$ cat config.mk
export PLATFORM = sky130hd
export DESIGN_NAME = conv_anchor_gen_2d_flat
export DESIGN_NICKNAME = d
export VERILOG_FILES = /design/src/rtl/conv_anchor_gen_2d_if.sv /design/src/rtl/conv_anchor_gen_2d.sv /design/src/flat_wrapper.sv
export SDC_FILE = /design/constraint.sdc
export NUM_CORES = 1
export LEC_CHECK = 0
export CORE_ASPECT_RATIO = 1.5
export CORE_MARGIN = 2
export CORE_UTILIZATION = 52
export DETAILED_ROUTE_END_ITERATION = 8
export PLACE_DENSITY_LB_ADDON = 0.08
export SETUP_SLACK_MARGIN = 0.15
export SKIP_CTS_REPAIR_TIMING = 1
export SYNTH_ARGS = -nofsm -noshare
export SYNTH_HDL_FRONTEND = slang
export SYNTH_SLANG_ARGS = --single-unit
$ cat constraint.sdc
create_clock -name clk -period 2.8 [get_ports clk]
set_clock_uncertainty 0.05 [all_clocks]
set_input_delay 0.56 -clock clk [delete_from_list [all_inputs] [get_ports clk]]
set_output_delay 0.56 -clock clk [all_outputs]
set_load 0.01 [all_outputs]
$ cat src/rtl/conv_anchor_gen_2d_if.sv
// Control/anchor bundle between the scan controller and
// the receptive-field address generators.
interface conv_anchor_gen_2d_if;
  logic               enable;
  logic               pause;
  logic signed [31:0] anchor_height;
  logic signed [31:0] anchor_width;
  logic               anchor_valid;
  logic               frame_last;

  modport master (
    output enable,
    output pause,
    input  anchor_height,
    input  anchor_width,
    input  anchor_valid,
    input  frame_last
  );

  modport slave (
    input  enable,
    input  pause,
    output anchor_height,
    output anchor_width,
    output anchor_valid,
    output frame_last
  );
endinterface

$ cat src/rtl/conv_anchor_gen_2d.sv
// Raster-order generator of 2D convolution window anchors
// (top-left input position of each kernel window, padding included).
module conv_anchor_gen_2d #(
  parameter int IN_HEIGHT   = 8,
  parameter int IN_WIDTH    = 8,
  parameter int KERNEL_SIZE = 3,
  parameter int STRIDE      = 1,
  parameter int PADDING     = 1
) (
  input logic                 clk,
  input logic                 rst_n,
  conv_anchor_gen_2d_if.slave bus
);

  localparam int OUT_H =
    (IN_HEIGHT + 2*PADDING - KERNEL_SIZE) / STRIDE + 1;
  localparam int OUT_W =
    (IN_WIDTH + 2*PADDING - KERNEL_SIZE) / STRIDE + 1;

  localparam int H_LAST_I = -PADDING + (OUT_H - 1) * STRIDE;
  localparam int W_LAST_I = -PADDING + (OUT_W - 1) * STRIDE;

  localparam logic signed [31:0] H_LAST = 32'(H_LAST_I);
  localparam logic signed [31:0] W_LAST = 32'(W_LAST_I);
  localparam logic signed [31:0] A_INIT = 32'(-PADDING);
  localparam logic signed [31:0] STEP   = 32'(STRIDE);

  typedef enum logic [1:0] {
    IDLE,
    RUN,
    HOLD
  } mode_t;

  mode_t w_mode;

  logic signed [31:0] r_h;
  logic signed [31:0] r_w;
  logic signed [31:0] w_h_nxt;
  logic signed [31:0] w_w_nxt;
  logic               w_h_last;
  logic               w_w_last;
  logic               w_valid;

  assign w_h_last = (r_h == H_LAST);
  assign w_w_last = (r_w == W_LAST);

  // Mode is a pure function of the inputs; no state register needed.
  always_comb begin
    w_mode = IDLE;
    if (bus.enable) begin
      if (bus.pause) w_mode = HOLD;
      else           w_mode = RUN;
    end
  end

  always_comb begin
    w_h_nxt = r_h;
    w_w_nxt = r_w;
    unique case (w_mode)
      IDLE: begin
        w_h_nxt = A_INIT;
        w_w_nxt = A_INIT;
      end
      HOLD: begin
        w_h_nxt = r_h;
        w_w_nxt = r_w;
      end
      RUN: begin
        if (!w_w_last) begin
          w_w_nxt = r_w + STEP;
        end else if (!w_h_last) begin
          w_w_nxt = A_INIT;
          w_h_nxt = r_h + STEP;
        end else begin
          // Frame end wraps straight into the next frame.
          w_w_nxt = A_INIT;
          w_h_nxt = A_INIT;
        end
      end
      default: begin
        w_h_nxt = A_INIT;
        w_w_nxt = A_INIT;
      end
    endcase
  end

  always_ff @(posedge clk) begin
    if (rst_n) begin
      r_h <= A_INIT;
      r_w <= A_INIT;
    end else begin
      r_h <= w_h_nxt;
      r_w <= w_w_nxt;
    end
  end

  assign w_valid = bus.enable & ~bus.pause;

  assign bus.anchor_height = r_h;
  assign bus.anchor_width  = r_w;
  assign bus.anchor_valid  = w_valid;
  assign bus.frame_last    = w_valid & w_h_last & w_w_last;

endmodule

$ cat src/flat_wrapper.sv
// flat-port wrapper written by rule: the top's interface ports become plain ports
module conv_anchor_gen_2d_flat 
#(
  parameter int IN_HEIGHT   = 8,
  parameter int IN_WIDTH    = 8,
  parameter int KERNEL_SIZE = 3,
  parameter int STRIDE      = 1,
  parameter int PADDING     = 1
)
  (clk, rst_n, bus_enable, bus_pause, bus_anchor_height, bus_anchor_width, bus_anchor_valid, bus_frame_last);
  conv_anchor_gen_2d_if bus_i ();
  input logic clk;
  input logic rst_n;
  input wire logic [$bits(bus_i.enable)-1:0] bus_enable;
  input wire logic [$bits(bus_i.pause)-1:0] bus_pause;
  output wire logic [$bits(bus_i.anchor_height)-1:0] bus_anchor_height;
  output wire logic [$bits(bus_i.anchor_width)-1:0] bus_anchor_width;
  output wire logic [$bits(bus_i.anchor_valid)-1:0] bus_anchor_valid;
  output wire logic [$bits(bus_i.frame_last)-1:0] bus_frame_last;
  assign bus_i.enable = bus_enable;
  assign bus_i.pause = bus_pause;
  assign bus_anchor_height = bus_i.anchor_height;
  assign bus_anchor_width = bus_i.anchor_width;
  assign bus_anchor_valid = bus_i.anchor_valid;
  assign bus_frame_last = bus_i.frame_last;
  conv_anchor_gen_2d #(.IN_HEIGHT(IN_HEIGHT), .IN_WIDTH(IN_WIDTH), .KERNEL_SIZE(KERNEL_SIZE), .STRIDE(STRIDE), .PADDING(PADDING)) u_core (.clk(clk), .rst_n(rst_n), .bus(bus_i));
endmodule
== Word-level counts from Yosys, hierarchy flattened ==
Index checks and enable logic that the tools add are counted.
W data, S select, Z words.

* Memory bits (read-only): 0
* Input port bits: 4
* Register bits: 64
* Memory bits (writable): 0
* Memories kept: 0
* Word-level logic and storage cells: 22
* Latch bits: 0

* Div/mod/pow operators: 0
* Equal/unequal tests: 5
* Bitwise logic cells: 5
* $mul: 0
* Multiplexer cells: 7
* Order comparisons: 0
* Reductions and logical operators: 1
* Shift-type cells: 0
* $add $sub $neg: 2

{| class="wikitable"
|+ Operators with widths
! operator !! number
|-
| $pmux W32 S2 || 2
|-
| $mux W32 || 3
|-
| $add A32 B2 Y32 const B || 2
|-
| $eq A32 B4 Y1 const B || 2
|-
| $mux W2 || 2
|-
| $and A1 B1 Y1 || 3
|-
| $eq A2 B1 Y1 const B || 1
|-
| $eq A2 B2 Y1 const B || 1
|-
| $ne A2 B1 Y1 const B || 1
|-
| $not A1 Y1 || 2
|-
| $reduce_and A2 Y1 || 1
|}

== Longest topological paths before layout ==
* Depth after elaboration: 5
* Depth in mapped cells: 9

== Worst setup path before layout ==
Ideal clock, no wire load.

* Path kind: flip-flop to flip-flop
* Start: register u_core.r_h[0], in the netlist u_core.bus.anchor_height[0]
* End: register u_core.r_h[30], in the netlist u_core.bus.anchor_height[30]
* Path slack: 0.517 ns
* Stages on the path, launching flop included: 7
* Arrival time: 2.167 ns
* Path buffers: 0
* Period minus slack after synthesis: 2.283 ns
* Path through: dfxtp_1 > ha_1 > nand3_2 > or4_4 > or4_4 > a31oi_1 > a2bb2oi_2

* Longest elaborated chain between the ends: 4
* Elaborated cells on any way between the ends: 5

{| class="wikitable"
|+ RTL lines
! element !! RTL line !! text
|-
| start, declared || conv_anchor_gen_2d.sv:36 || <nowiki>logic signed [31:0] r_h;</nowiki>
|-
| start signal, assigned || conv_anchor_gen_2d.sv:92 || <nowiki>r_h <= w_h_nxt;</nowiki>
|-
| $add A32 B2 Y32 / $eq A32 B4 Y1 (equally long branches) || conv_anchor_gen_2d.sv:73, conv_anchor_gen_2d.sv:44 ||
|-
| $mux W32 (*) || conv_anchor_gen_2d.sv:71 || <nowiki>end else if (!w_h_last) begin</nowiki>
|-
| $mux W32 (*) || conv_anchor_gen_2d.sv:69 || <nowiki>if (!w_w_last) begin</nowiki>
|-
| $pmux W32 S2 (*) || conv_anchor_gen_2d.sv:59 || <nowiki>unique case (w_mode)</nowiki>
|}

Every way passes the cells marked *; elsewhere a longest branch is shown, timed or not. The select of a mux whose other input is x is not followed.
A chain may end at the register's enable or synchronous reset.

== Worst setup path after layout ==
* Start: register u_core.r_w[30], in the netlist u_core.bus.anchor_width[30]
* End: output port bus_frame_last

* Longest elaborated chain between the ends: 2

{| class="wikitable"
|+ RTL lines
! element !! RTL line !! text
|-
| start, declared || conv_anchor_gen_2d.sv:37 || <nowiki>logic signed [31:0] r_w;</nowiki>
|-
| start signal, assigned || conv_anchor_gen_2d.sv:93 || <nowiki>r_w <= w_w_nxt;</nowiki>
|-
| $eq A32 B4 Y1 || conv_anchor_gen_2d.sv:45 || <nowiki>assign w_w_last = (r_w == W_LAST);</nowiki>
|-
| $and A1 B1 Y1 || conv_anchor_gen_2d.sv:102 || <nowiki>assign bus.frame_last = w_valid & w_h_last & w_w_last;</nowiki>
|-
| end, declared || flat_wrapper.sv:19 || <nowiki>output wire logic [$bits(bus_i.frame_last)-1:0] bus_frame_last;</nowiki>
|}

No other way between the ends.

==> metrics.cfg <==
[power]
p_leak_nw = 2.072
p_total_mw = 2.732
cellPowerDensity_mw_per_mm2 = 562.8
ir_drop_uv = 457.5

[drt]
drtAntennaViolNets = 0
wl_met1_mm = 4.064
drc = 0
viasPerCell = 6.346
drtIter0Drc = 309
wl_per_cell_um = 16.95
vias = 3884
dr.pass1.iters = 5
wl_met3_um = 483
dr_wl_met2_mm = 5.462
routed_wl_mm = 10.37
highest_layer = met4

[outcome]
status = complete, no violations

[die]
io_pins = 70
initial_utilization_pct = 54.25
rows = 36
fp.dieW_um = 71.40
dieArea_mm2 = 0.007504
die_y_um = 105.1
core_area_mm2 = 0.006531

[worst_setup_path]
endpoint = bus_frame_last
rrSetupSlack_ns = 0.36
crit_required_ns = 2.19
r2r_cells = 7
end_kind = output pin
cpMaxStageDelayCell = dfxtp_1
critPathLaunchType = flip-flop
cp_data_arrival_time_ns = 1.84
critPathKind = flip-flop to output pin
regToRegEndpoint = u_core.bus.anchor_height[30]
reg2reg_from = u_core.bus.anchor_height[1]
crit_start = u_core.bus.anchor_width[30]
path_cells = nor4_2, nand4_1, nor4_2, and2_1, dlymetal6s2s_1
crit_top_cell = nor4_2
crit_path_max_incr_delay_ns = 0.35
crit_path_max_fanout = 4

[synthesis]
syn_nets = 439
avgSynthCellArea_um2 = 8.221
ys_ff_latch = 64
syn-cell-area_mm2 = 0.003543
yosysSeqAreaShare_pct = 36.16
synth_edf_count = 0
synthCells = 431
yosys_warnings = 0
synth_ff_type = dfxtp_1
yosysUniqueCellTypes = 54
synthArstFlopShare_pct = 0

[global_routing]
grt_start_max_net_pins = 30
gr-total-overflow = 0
grt_pass1_vias = 3721
antenna_found_initial = 0
grt_pass1_wl_mm = 17.26
grt_usage_pct = 28.13

[timing]
hold_violations = 0
drv_slew = 0
max_slew.worst_pin.slew_ns = 0.7836
fmax_mhz = 407.7
finalCritPeriodShare_pct = 87.60
rsz0062_at_grt = no
fin_crit_ns = 2.453
maxSlewHeadroom_pct = 47.56
finalSetupViolCount = 0

[finish]
final.fill_count = 507
final_nets = 539
areaGrowthSynthToFinish_pct = 37.01
fin_cells = 612
num_antenna_cells = 0
finalInstanceArea_mm2 = 0.004855
register_area_mm2 = 0.001282
drive_above_1_share_pct = 15.30
multiInputGateArea_mm2 = 0.002183

[placed_design]
gp_congestion = 0.9264
dp_hpwl_mm = 7.438
placed_area_mm2 = 0.004546
dp.cells = 594
port_buffers = 69

[clock_tree]
numCtsBuffers = 9
clk_path_buf_depth = 2
clkTransAtPathRegs_ns = 0.07
insertion_delay_ns = 0.34
clock-root-buffer = clkbuf_8
cts.sink_count = 64
htreeDepth = 3
cts_tree = built

[run]
cap_viol_max_count = 0

[min_path]
hp-class = flip-flop to flip-flop
worstHoldStart = u_core.bus.anchor_width[29]

==> critical path, delay by kind of cell, from the launching register on <==
kind | cells | cell delay [ns]
DFF | 1 | 0.35
buffers and inverters | 1 | 0.15
and+or+nand+nor | 4 | 1.00
==> sequential cells by signal, summed over array words and instances, names as in the netlist <==
register / flops
u_core.bus.anchor_width: 32
u_core.bus.anchor_height: 32
==> how the worst min path moves through the flow <==
| stage | cells past startpoint | slack, ns | end |
|---|---|---|---|
| 4_1_cts | 2 | 0.45 | u_core.bus.anchor_width[29] |
| 5_1_grt | 1 | 0.48 | u_core.bus.anchor_height[31] |
| 6_report | 2 | 0.46 | u_core.bus.anchor_width[29] |
| 2_1_floorplan | 2 | 0.44 | u_core.bus.anchor_width[29] |
| 3_5_place_dp | 2 | 0.44 | u_core.bus.anchor_width[29] |
| 3_3_place_gp | 2 | 0.44 | u_core.bus.anchor_width[29] |
==> stage by stage <==
| stage | hold slack, ns | util [%] | worst slack [ns] | setup TNS [ns] |
|---|---|---|---|---|
| after floorplan | 0.4426 | - | 0.5173 | 0 |
| after CTS | 0.4528 | 72.99 | -0.2731 | -0.2731 |
| after detailed placement | 0.4377 | 69.60 | 0.1008 | 0 |
| after global routing | 0.4835 | 74.33 | 0.2093 | 0 |
| after global placement | 0.4371 | 69.60 | 0.1341 | 0 |
| final | 0.4638 | 74.33 | 0.3472 | 0 |
==> report_power, final <==
part / internal, mW / switching [mW] / leakage [nW] / total, mW
logic: 0.367 / 0.433 / 1.45 / 0.800
clock network: 0.524 / 0.371 / 0.106 / 0.896
registers: 0.962 / 0.0749 / 0.522 / 1.04
total: 1.85 / 0.879 / 2.07 / 2.73
==> cells in the final DEF (no fill, tap or decap), types with 7 or more instances in the layout <==
cell type / n
nor4_2: 7
clkbuf_8: 10
dfxtp_1: 63
and4_1: 10
nand4_1: 21
a21oi_1: 12
inv_1: 13
and3_1: 13
nand3_1: 27
buf_4: 44
nor4_1: 17
nor2_1: 14
nand2_1: 53
a211oi_1: 7
xor2_1: 8
clkdlybuf4s50_1: 68
o22a_1: 7
o31ai_1: 12
o21ai_0: 13
xnor2_1: 16
nor3_1: 22
==> layout make-up <==
cell class	instances	share of cell area, %
Clock inverter	5	1.649
Clock buffer	11	2.912
Inverter	13	1.005
Multi-Input combinational cell	330	44.97
Timing Repair Buffer	113	21.08
Tap cell	76	1.959
Sequential cell	64	26.42
==> per-layer routing <==
metal  track usage [%]  vias up
li1                  -     1841
met1             31.65     1853
met2             50.26      148
met3             5.111       42
met4             12.40        0
met5                 0        -
==> logic make-up (layout without fill, tap and decap cells) <==
group | after synthesis | after routing | share of synthesized area (%)
AOI/OAI and AO/OA | 84 | 84 | 16.95
DFF | 64 | 64 | 36.16
muxes | 4 | 4 | 1.130
buffers and inverters | 37 | 142 | 4.449
adders and majority gates | 4 | 4 | 1.412
xor gates and xnor gates | 24 | 24 | 5.932
and+or+nand+nor | 214 | 214 | 33.97
==> cell usage after synthesis (2+ instances only) <==
library cell  number  share of area, %
o21ai_1            2              0.28
clkbuf_1          13               1.4
xnor2_1           16               4.0
a21oi_1           12               1.7
nand3_1           27               3.8
and3_1            13               2.3
buf_2              9               1.3
nand2_1           53               5.6
a211o_1            4              0.99
nor2_1            14               1.5
a31oi_1            6               1.1
or4_4              2              0.64
o21a_1             3              0.64
nor3_1            22               3.1
o41ai_1            2              0.49
nor4b_1            2              0.49
and4_1            10               2.5
a211oi_1           7               1.5
o21ai_0           14               2.0
nor4b_2            2              0.85
ha_1               4               1.4
inv_1             13               1.4
nand4_1           21               3.7
o31ai_1           12               2.5
nor4_2             2              0.71
a2bb2oi_1          2              0.49
mux2i_1            4               1.1
o211ai_1           2              0.42
or3_1              4              0.71
and2_1             6               1.1
o22ai_1            2              0.35
o22a_1             7               1.7
xor2_1             8               2.0
dfxtp_1           64                36
nor4_1            23               4.1
or4_1              3              0.64
nor2b_1            4              0.71
(Power assumes the default switching activity.)
